### src/rtl/wavetable_pkg.sv
// wavetable_pkg: shared defaults, FSM states and helpers
// for the polyphonic wavetable voice engine.
package wavetable_pkg;

  localparam int DEF_NUM_VOICES = 4;
  localparam int DEF_WSEL_W     = 2;
  localparam int DEF_POS_W      = 13;
  localparam int DEF_FRAC_W     = 8;
  localparam int DEF_INC_W      = 16;
  localparam int DEF_DATA_W     = 16;
  localparam int DEF_AMP_W      = 8;
  localparam int DEF_REL_STEP   = 1;

  localparam int AMP_MAX = (1 << DEF_AMP_W) - 1;

  typedef enum logic [2:0] {
    S_IDLE,
    S_CHECK,
    S_REQ,
    S_WAIT,
    S_MAC,
    S_NEXT,
    S_DONE
  } state_t;

  function automatic int idx_w(input int n);
    return (n > 1) ? $clog2(n) : 1;
  endfunction

  function automatic logic signed [31:0] sat_w(
    input logic signed [31:0] x,
    input int                 w
  );
    logic signed [31:0] hi;
    logic signed [31:0] lo;
    hi = (32'sd1 <<< (w - 1)) - 32'sd1;
    lo = -(32'sd1 <<< (w - 1));
    if (x > hi) return hi;
    if (x < lo) return lo;
    return x;
  endfunction

  // Table address is the wave select on top of the
  // integer part of the phase.
  function automatic logic [31:0] addr_cat(
    input logic [31:0] wsel,
    input logic [31:0] phase,
    input int          frac_w,
    input int          pos_w
  );
    logic [31:0] pos;
    pos = (phase >> frac_w) & ((32'd1 << pos_w) - 32'd1);
    return (wsel << pos_w) | pos;
  endfunction

endpackage

### src/rtl/wavetable_voice_regs.sv
// wavetable_voice_regs: per-voice phase/inc/wsel/amp/release
// registers; commands override the sequencer's MAC update.
// Ports: clk_50, ar (async low reset), cmd_* voice commands,
//  mac_en/sel MAC update strobe and voice, sel_* read-out of
//  voice sel, active_mask (amp != 0 per voice).
module wavetable_voice_regs
  import wavetable_pkg::*;
#(
  parameter int NUM_VOICES = DEF_NUM_VOICES,
  parameter int WSEL_W     = DEF_WSEL_W,
  parameter int PH_W       = DEF_POS_W + DEF_FRAC_W,
  parameter int INC_W      = DEF_INC_W,
  parameter int AMP_W      = DEF_AMP_W,
  parameter int REL_STEP   = DEF_REL_STEP
) (
  input  logic                         clk_50,
  input  logic                         ar,
  input  logic                         cmd_valid,
  input  logic [idx_w(NUM_VOICES)-1:0] cmd_voice,
  input  logic                         cmd_key_on,
  input  logic [WSEL_W-1:0]            cmd_wsel,
  input  logic [INC_W-1:0]             cmd_inc,
  input  logic                         mac_en,
  input  logic [idx_w(NUM_VOICES)-1:0] sel,
  output logic [PH_W-1:0]              sel_phase,
  output logic [WSEL_W-1:0]            sel_wsel,
  output logic [AMP_W-1:0]             sel_amp,
  output logic [NUM_VOICES-1:0]        active_mask
);

  localparam int VW = idx_w(NUM_VOICES);

  logic [PH_W-1:0]       phase [NUM_VOICES];
  logic [INC_W-1:0]      inc   [NUM_VOICES];
  logic [WSEL_W-1:0]     wsel  [NUM_VOICES];
  logic [AMP_W-1:0]      amp   [NUM_VOICES];
  logic [NUM_VOICES-1:0] rel;

  always_ff @(posedge clk_50 or negedge ar) begin
    if (!ar) begin
      for (int v = 0; v < NUM_VOICES; v++) begin
        phase[v] <= '0;
        inc[v]   <= '0;
        wsel[v]  <= '0;
        amp[v]   <= '0;
      end
      rel <= '0;
    end else begin
      for (int v = 0; v < NUM_VOICES; v++) begin
        if (cmd_valid && cmd_voice == VW'(v)) begin
          if (cmd_key_on) begin
            phase[v] <= '0;
            amp[v]   <= {AMP_W{1'b1}};
            rel[v]   <= 1'b0;
            inc[v]   <= cmd_inc;
            wsel[v]  <= cmd_wsel;
          end else if (amp[v] != '0) begin
            rel[v] <= 1'b1;
          end
        end else if (mac_en && sel == VW'(v)) begin
          phase[v] <= phase[v] + PH_W'(inc[v]);
          if (rel[v]) begin
            amp[v] <= (amp[v] > AMP_W'(REL_STEP))
                    ? amp[v] - AMP_W'(REL_STEP)
                    : '0;
          end
        end
      end
    end
  end

  assign sel_phase = phase[sel];
  assign sel_wsel  = wsel[sel];
  assign sel_amp   = amp[sel];

  always_comb begin
    active_mask = '0;
    for (int v = 0; v < NUM_VOICES; v++) begin
      active_mask[v] = (amp[v] != '0);
    end
  end

endmodule

### src/rtl/wavetable_voice_engine.sv
// wavetable_voice_engine: per sample_tick, walks all voices over
// one table read port, scales by envelope, mixes and saturates.
// Ports: clk_50, ar (async low reset), sample_tick, cmd_* voice
//  commands, rd_req/rd_addr/rd_valid/rd_data table port,
//  sample_out/sample_valid mixed output, active_mask, overrun.
module wavetable_voice_engine
  import wavetable_pkg::*;
#(
  parameter int NUM_VOICES = DEF_NUM_VOICES,
  parameter int WSEL_W     = DEF_WSEL_W,
  parameter int POS_W      = DEF_POS_W,
  parameter int FRAC_W     = DEF_FRAC_W,
  parameter int INC_W      = DEF_INC_W,
  parameter int DATA_W     = DEF_DATA_W,
  parameter int AMP_W      = DEF_AMP_W,
  parameter int REL_STEP   = DEF_REL_STEP
) (
  input  logic                         clk_50,
  input  logic                         ar,
  input  logic                         sample_tick,
  input  logic                         cmd_valid,
  input  logic [idx_w(NUM_VOICES)-1:0] cmd_voice,
  input  logic                         cmd_key_on,
  input  logic [WSEL_W-1:0]            cmd_wsel,
  input  logic [INC_W-1:0]             cmd_inc,
  output logic                         rd_req,
  output logic [WSEL_W+POS_W-1:0]      rd_addr,
  input  logic                         rd_valid,
  input  logic [DATA_W-1:0]            rd_data,
  output logic [DATA_W-1:0]            sample_out,
  output logic                         sample_valid,
  output logic [NUM_VOICES-1:0]        active_mask,
  output logic                         overrun
);

  localparam int VW     = idx_w(NUM_VOICES);
  localparam int PH_W   = POS_W + FRAC_W;
  localparam int ADDR_W = WSEL_W + POS_W;
  localparam int ACC_W  = DATA_W + $clog2(NUM_VOICES) + 1;
  localparam int PR_W   = DATA_W + AMP_W + 1;

  state_t state;
  state_t state_nx;

  logic [VW-1:0]           v;
  logic signed [ACC_W-1:0] acc;
  logic [PH_W-1:0]         cur_phase;
  logic [WSEL_W-1:0]       cur_wsel;
  logic [AMP_W-1:0]        cur_amp;
  logic signed [PR_W-1:0]  prod;
  logic signed [PR_W-1:0]  term;
  logic signed [31:0]      acc_sat;
  logic                    mac_en;
  logic                    last_v;

  wavetable_voice_regs #(
    .NUM_VOICES (NUM_VOICES),
    .WSEL_W     (WSEL_W),
    .PH_W       (PH_W),
    .INC_W      (INC_W),
    .AMP_W      (AMP_W),
    .REL_STEP   (REL_STEP)
  ) u_regs (
    .clk_50      (clk_50),
    .ar          (ar),
    .cmd_valid   (cmd_valid),
    .cmd_voice   (cmd_voice),
    .cmd_key_on  (cmd_key_on),
    .cmd_wsel    (cmd_wsel),
    .cmd_inc     (cmd_inc),
    .mac_en      (mac_en),
    .sel         (v),
    .sel_phase   (cur_phase),
    .sel_wsel    (cur_wsel),
    .sel_amp     (cur_amp),
    .active_mask (active_mask)
  );

  assign mac_en  = (state == S_MAC);
  assign last_v  = (v == VW'(NUM_VOICES - 1));
  assign rd_req  = (state == S_REQ);
  assign rd_addr = ADDR_W'(addr_cat(32'(cur_wsel),
                                    32'(cur_phase),
                                    FRAC_W, POS_W));

  // amp is unsigned, so it gets a zero sign bit before the
  // signed multiply; the shift keeps full scale at ~unity.
  assign prod    = PR_W'($signed(rd_data))
                 * PR_W'($signed({1'b0, cur_amp}));
  assign term    = prod >>> AMP_W;
  assign acc_sat = sat_w(32'(acc), DATA_W);

  always_ff @(posedge clk_50 or negedge ar) begin
    if (!ar) state <= S_IDLE;
    else     state <= state_nx;
  end

  always_comb begin
    state_nx = state;
    unique case (state)
      S_IDLE:  if (sample_tick) state_nx = S_CHECK;
      S_CHECK: state_nx = (cur_amp == '0) ? S_NEXT : S_REQ;
      S_REQ:   state_nx = S_WAIT;
      S_WAIT:  if (rd_valid) state_nx = S_MAC;
      S_MAC:   state_nx = S_NEXT;
      S_NEXT:  state_nx = last_v ? S_DONE : S_CHECK;
      S_DONE:  state_nx = S_IDLE;
      default: state_nx = S_IDLE;
    endcase
  end

  always_ff @(posedge clk_50 or negedge ar) begin
    if (!ar) begin
      v            <= '0;
      acc          <= '0;
      sample_out   <= '0;
      sample_valid <= 1'b0;
      overrun      <= 1'b0;
    end else begin
      sample_valid <= 1'b0;
      if (sample_tick && state != S_IDLE) overrun <= 1'b1;
      if (state == S_IDLE && sample_tick) begin
        v   <= '0;
        acc <= '0;
      end
      if (state == S_MAC) acc <= acc + ACC_W'(term);
      if (state == S_NEXT && !last_v) v <= v + VW'(1);
      if (state == S_DONE) begin
        sample_out   <= DATA_W'(acc_sat);
        sample_valid <= 1'b1;
      end
    end
  end

endmodule

### config.mk
export PLATFORM = sky130hd
export DESIGN_NAME = wavetable_voice_engine
export DESIGN_NICKNAME = d
export VERILOG_FILES = /design/src/rtl/wavetable_pkg.sv /design/src/rtl/wavetable_voice_regs.sv /design/src/rtl/wavetable_voice_engine.sv
export SDC_FILE = /design/constraint.sdc
export NUM_CORES = 1
export LEC_CHECK = 0
export CAP_MARGIN = 20
export CORE_MARGIN = 2
export CORE_UTILIZATION = 55
export DETAILED_ROUTE_END_ITERATION = 12
export DONT_BUFFER_PORTS = 1
export PLACE_DENSITY = 0.73
export SLEW_MARGIN = 20
export SYNTH_ARGS = -nofsm -noshare
export SYNTH_HDL_FRONTEND = slang
export SYNTH_HIERARCHICAL = 1
export SYNTH_SLANG_ARGS = --single-unit
export TNS_END_PERCENT = 30
### constraint.sdc
create_clock -name clk_50 -period 7.42 [get_ports clk_50]
set_input_delay 1.855 -clock clk_50 [delete_from_list [all_inputs] [get_ports clk_50]]
set_output_delay 1.855 -clock clk_50 [all_outputs]
set_load 0.005 [all_outputs]
Word-level counts from Yosys, hierarchy flattened
Cells that the tools add are included.
Word-level totals
  register bits after elaboration: 234
  input port bits: 42
  output and inout port bits: 38
  logic and storage cells: 176
Cells by class
  add/sub/neg operators: 10
  multiply operators: 1
  $lt $le $gt $ge: 7
  eq/ne operators: 18
  mux-type cells: 60
  bitwise operators: 2
  reduce and logical (&&, ||, !) cells: 52
Operator list (count)
  21-bit two-way mux: 11
  8-bit two-way mux: 19
  21-bit by 16-bit adder with 21-bit output: 4
  16-bit two-way mux: 4
  21-bit binary-select mux with 2-bit select: 1
  19-bit two-way mux: 2
  8-bit by 1-bit > comparator with 1-bit output (second input constant): 4
  8-bit nonzero test: 4
  8-bit by 1-bit subtractor with 8-bit output (second input constant): 4
  2-bit nonzero test: 14
  2-bit AND reduction: 13
  16-bit by 9-bit multiplier with 25-bit output: 1
  19-bit by 17-bit adder with 19-bit output: 1
  19-bit by 16-bit > comparator with 1-bit output (second input constant): 1
  19-bit by 16-bit less-than comparator with 1-bit output (second input constant): 1
  3-bit one-hot mux with 6 select lines: 1
  8-bit binary-select mux with 2-bit select: 1
  15-bit by 13-bit bitwise OR with 15-bit output: 1
  1-bit two-way mux: 12
  3-bit two-way mux: 4
  2-bit inequality test (second input constant): 6
  3-bit AND reduction: 4
  1-bit logical AND: 11
  3-bit equality test (second input constant): 3
  14 further kinds: 23

Logic depth before layout (Yosys ltp)
  word-level depth: 7
  gate-level depth with buffers: 31

Modules after synthesis
The synthesis kept the hierarchy.
Modules (own cells, without submodules)
  wavetable_voice_regs: times used 1, cells each 1248, area an instance 11656.2 um^2, seq. area each 4804.6 um^2
  wavetable_voice_engine: times used 1, cells each 802, area an instance 6951.7 um^2, seq. area each 1051.0 um^2

Worst setup path before layout
OpenSTA, ideal clock, no wires.
  kind: input-to-reg
  start: input port rd_data[4]
  end: register acc[18]
  setup time: 127 ps
  data arrival time: 7181 ps
  data required time: 7293 ps
  path slack: 111 ps
  stages: 26
  path buffers: 1
  cells stage by stage: nand2_1 -> fa_1 -> inv_1 -> fa_1 -> fa_1 -> inv_1 -> fa_1 -> inv_1 -> ha_1 -> a21o_1 -> a21oi_2 -> a2bb2oi_2 -> and3_2 -> o21ai_2 -> a21oi_1 -> xnor2_1 -> ha_1 -> buf_2 -> a21oi_1 -> nand2_1 -> o221ai_1 -> nand4_1 -> a31oi_1 -> xnor3_1 -> a21oi_1 -> o22ai_1
Between the ends
  word-level cells in the longest chain between the ends: 3
Ends and longest elaborated chain
  from (decl): RTL line wavetable_voice_engine.sv:29  | input logic [DATA_W-1:0] rd_data,
  16-bit by 9-bit multiplier with 25-bit output: RTL line wavetable_voice_engine.sv:89  | * PR_W'($signed({1'b0, cur_amp}));
  19-bit by 17-bit adder with 19-bit output: RTL line wavetable_voice_engine.sv:126  | if (state == S_MAC) acc <= acc + ACC_W'(term);
  19-bit two-way mux: RTL line wavetable_voice_engine.sv:126
  to (signal assigned): RTL line wavetable_voice_engine.sv:126
  to (decl): RTL line wavetable_voice_engine.sv:46  | logic signed [ACC_W-1:0] acc;
No other way between the ends.
A chain may end at the register's enable or synchronous reset.

Final worst setup path
  start: input port rd_data[1]
  end: register acc[18]
The elaborated chain is that of the path after synthesis.

==> flow_metrics.env <==
export IMPL_busiest_layer="met2"
export IMPL_wl_per_cell_um=18.3
export IMPL_regArea_mm2=0.00586
export IMPL_use_met1=0.329
export IMPL_die_w_um=187
export IMPL_cpPeakStageDelay_ps=570
export IMPL_design_die_area_mm2=0.0350
export IMPL_clk_latency_ps=540
export IMPL_num_rows=67
export IMPL_critPathArrivalTime_ps=7550
export IMPL_drive_above_1_share=0.0845
export IMPL_drc=0
export IMPL_grt_max_degree=235
export IMPL_critPathRequiredTime_ps=7830
export IMPL_fin_crit_ps=7140
export IMPL_rsz0062_at_grt="no"
export IMPL_syn_num_nets=2329
export IMPL_met3_usage=0.0368
export IMPL_detailed_place_hpwl_um=34500
export IMPL_n_antenna_cell=0
export IMPL_firstDrtPassIters=5
export IMPL_end_kind="register"
export IMPL_die_height_um=187
export IMPL_start_kind="input pin"
export IMPL_slew_viol_final=0
export IMPL_cap_violations=0
export IMPL_syn_inst=2042
export IMPL_grtUsageTotal=0.267
export IMPL_drt_total_wl_um=46400
export IMPL_cts_tree="yes"
export IMPL_layout_commonest_cell="nand2_1"
export IMPL_fillers=2911
export IMPL_cts_inserted_buffers=26
export IMPL_hold_viol=0
export IMPL_setup_violations=0
export IMPL_outcome="finished clean"
export IMPL_ant_nets=0
export IMPL_cts_max_path_buffers=3
export IMPL_tightest_slew_ps=1080
export IMPL_worst_r2r_setup_slack_ps=360
export IMPL_slowest_stage="fa_1"
export IMPL_final_cell_mix="nand2_1, dfrtp_1, inv_1, ha_1, o21ai_0"
export IMPL_via_per_inst=5.87
export IMPL_synth_area_per_cell_um2=9.02
export IMPL_core_mm2=0.0333
export IMPL_tns_ps=0
export IMPL_cts_num_sinks=234
export IMPL_num_io_pins=80
export IMPL_initial_core_util=0.554
export IMPL_fin_nets=2351
export IMPL_vias=14900
export IMPL_finClkSkew_ps=7.58
export IMPL_hold_slack_ps=468
export IMPL_ys_warn_count=6
export IMPL_cp_num_buf_inv=4
export IMPL_endpoint="acc[18]$_DFFE_PN0P_"
export IMPL_max_freq_ghz=0.140
export IMPL_critPathKind="input pin to register"
export IMPL_htreeDepth=1
export IMPL_io_buffers=0
export IMPL_grt_pass1_wl_um=76100
export IMPL_grt_pass1_vias=15200
export IMPL_fin_crit_sh=0.962
export IMPL_syn_cell_area_mm2=0.0184
export IMPL_cp_depth=25
export IMPL_relSlewSlack=0.280
export IMPL_timing_rr_end="acc[18]$_DFFE_PN0P_"
export IMPL_multi_input_area_mm2=0.0116
export IMPL_path_delay_family="adder cells"
export IMPL_clk_pin_slew_ps=60
export IMPL_ctsRootBufferMaster="clkbuf_16"
export IMPL_holdCritPathClass="register to register"
export IMPL_overflow=0
export IMPL_r2r_cells=28
export IMPL_r2r_start="v[0]$_DFFE_PN0P_"
export IMPL_use_met2=0.480
export IMPL_critPathMaxFanout=7
export IMPL_path_common_cell="fa_1"
export IMPL_hold_buffers=0
export IMPL_drt_iter0_markers=795
export IMPL_crit_start="rd_data[1]"
export IMPL_place_congestion=0.931
export IMPL_area_delta_synth_final_pct=9.04
export IMPL_antenna_found_initial=0
## per-layer routing
metal,part of all wire,vias to the layer above
li1,-,7007
met1,0.41,7337
met2,0.51,432
met3,0.055,92
met4,0.030,0
met5,0,-
## what timing repair did
item                                    4_1_cts  5_1_grt
setup buffers                                 0       16
hold endpoints to repair                      0        0
endpoints found under the setup margin        0        7
resized for setup                             0        4
## per-stage QoR
stage / setup WS [ps] / cell area (um2) / utilization / cells
6_report: 281 / 20100 / 0.604 / 2532
4_1_cts: 176 / 19900 / 0.599 / 2516
3_3_place_gp: -159 / 19100 / 0.573 / 2468
2_1_floorplan: 111 / 18400 / - / 2042
5_1_grt: 8.99 / 20100 / 0.604 / 2532
3_5_place_dp: -311 / 19100 / 0.574 / 2468
## registers in the layout, summed over array words and instances (netlist names), 2 cells and up
register and count:
u_regs/amp 32, u_regs/wsel 8, acc 19, state 3, u_regs/phase 84, u_regs/rel 4
u_regs/inc 64, v 2, sample_out 16
## area by class of cell
cell class	instances	share of cell area
well taps	448	0.0279
clock buffers	42	0.0394
repair buffers	65	0.0255
flip-flops and latches	234	0.291
multi-input cells	1543	0.577
inverters	194	0.0362
clock inverters	6	0.00224
## worst reg2reg max path: cells and delay by family (launching register included)
kind	cells	cell delay, ps
AO/OA/AOI/OAI	7	1080
multiplexers	1	580
adder cells (fa/ha/maj)	6	2640
XOR/XNOR	2	430
buffers and inverters	6	720
flip-flops	1	370
AND/OR/NAND/NOR	6	1120
## how the worst min path moves through the flow
stage,start,cells past startpoint,slack (ps),to
2_1_floorplan,u_regs/phase[41]$_DFFE_PN0P_,1,440,u_regs/phase[41]$_DFFE_PN0P_
3_3_place_gp,u_regs/wsel[3]$_DFFE_PN0P_,2,450,u_regs/wsel[3]$_DFFE_PN0P_
3_5_place_dp,u_regs/wsel[2]$_DFFE_PN0P_,2,460,u_regs/wsel[2]$_DFFE_PN0P_
4_1_cts,u_regs/phase[20]$_DFFE_PN0P_,1,470,u_regs/phase[20]$_DFFE_PN0P_
5_1_grt,u_regs/inc[18]$_DFFE_PN0P_,2,500,u_regs/inc[18]$_DFFE_PN0P_
6_report,u_regs/phase[20]$_DFFE_PN0P_,1,470,u_regs/phase[20]$_DFFE_PN0P_
Power is not shown: default switching activity piles up to over one toggle a cycle in this logic, so the estimate is an artifact.
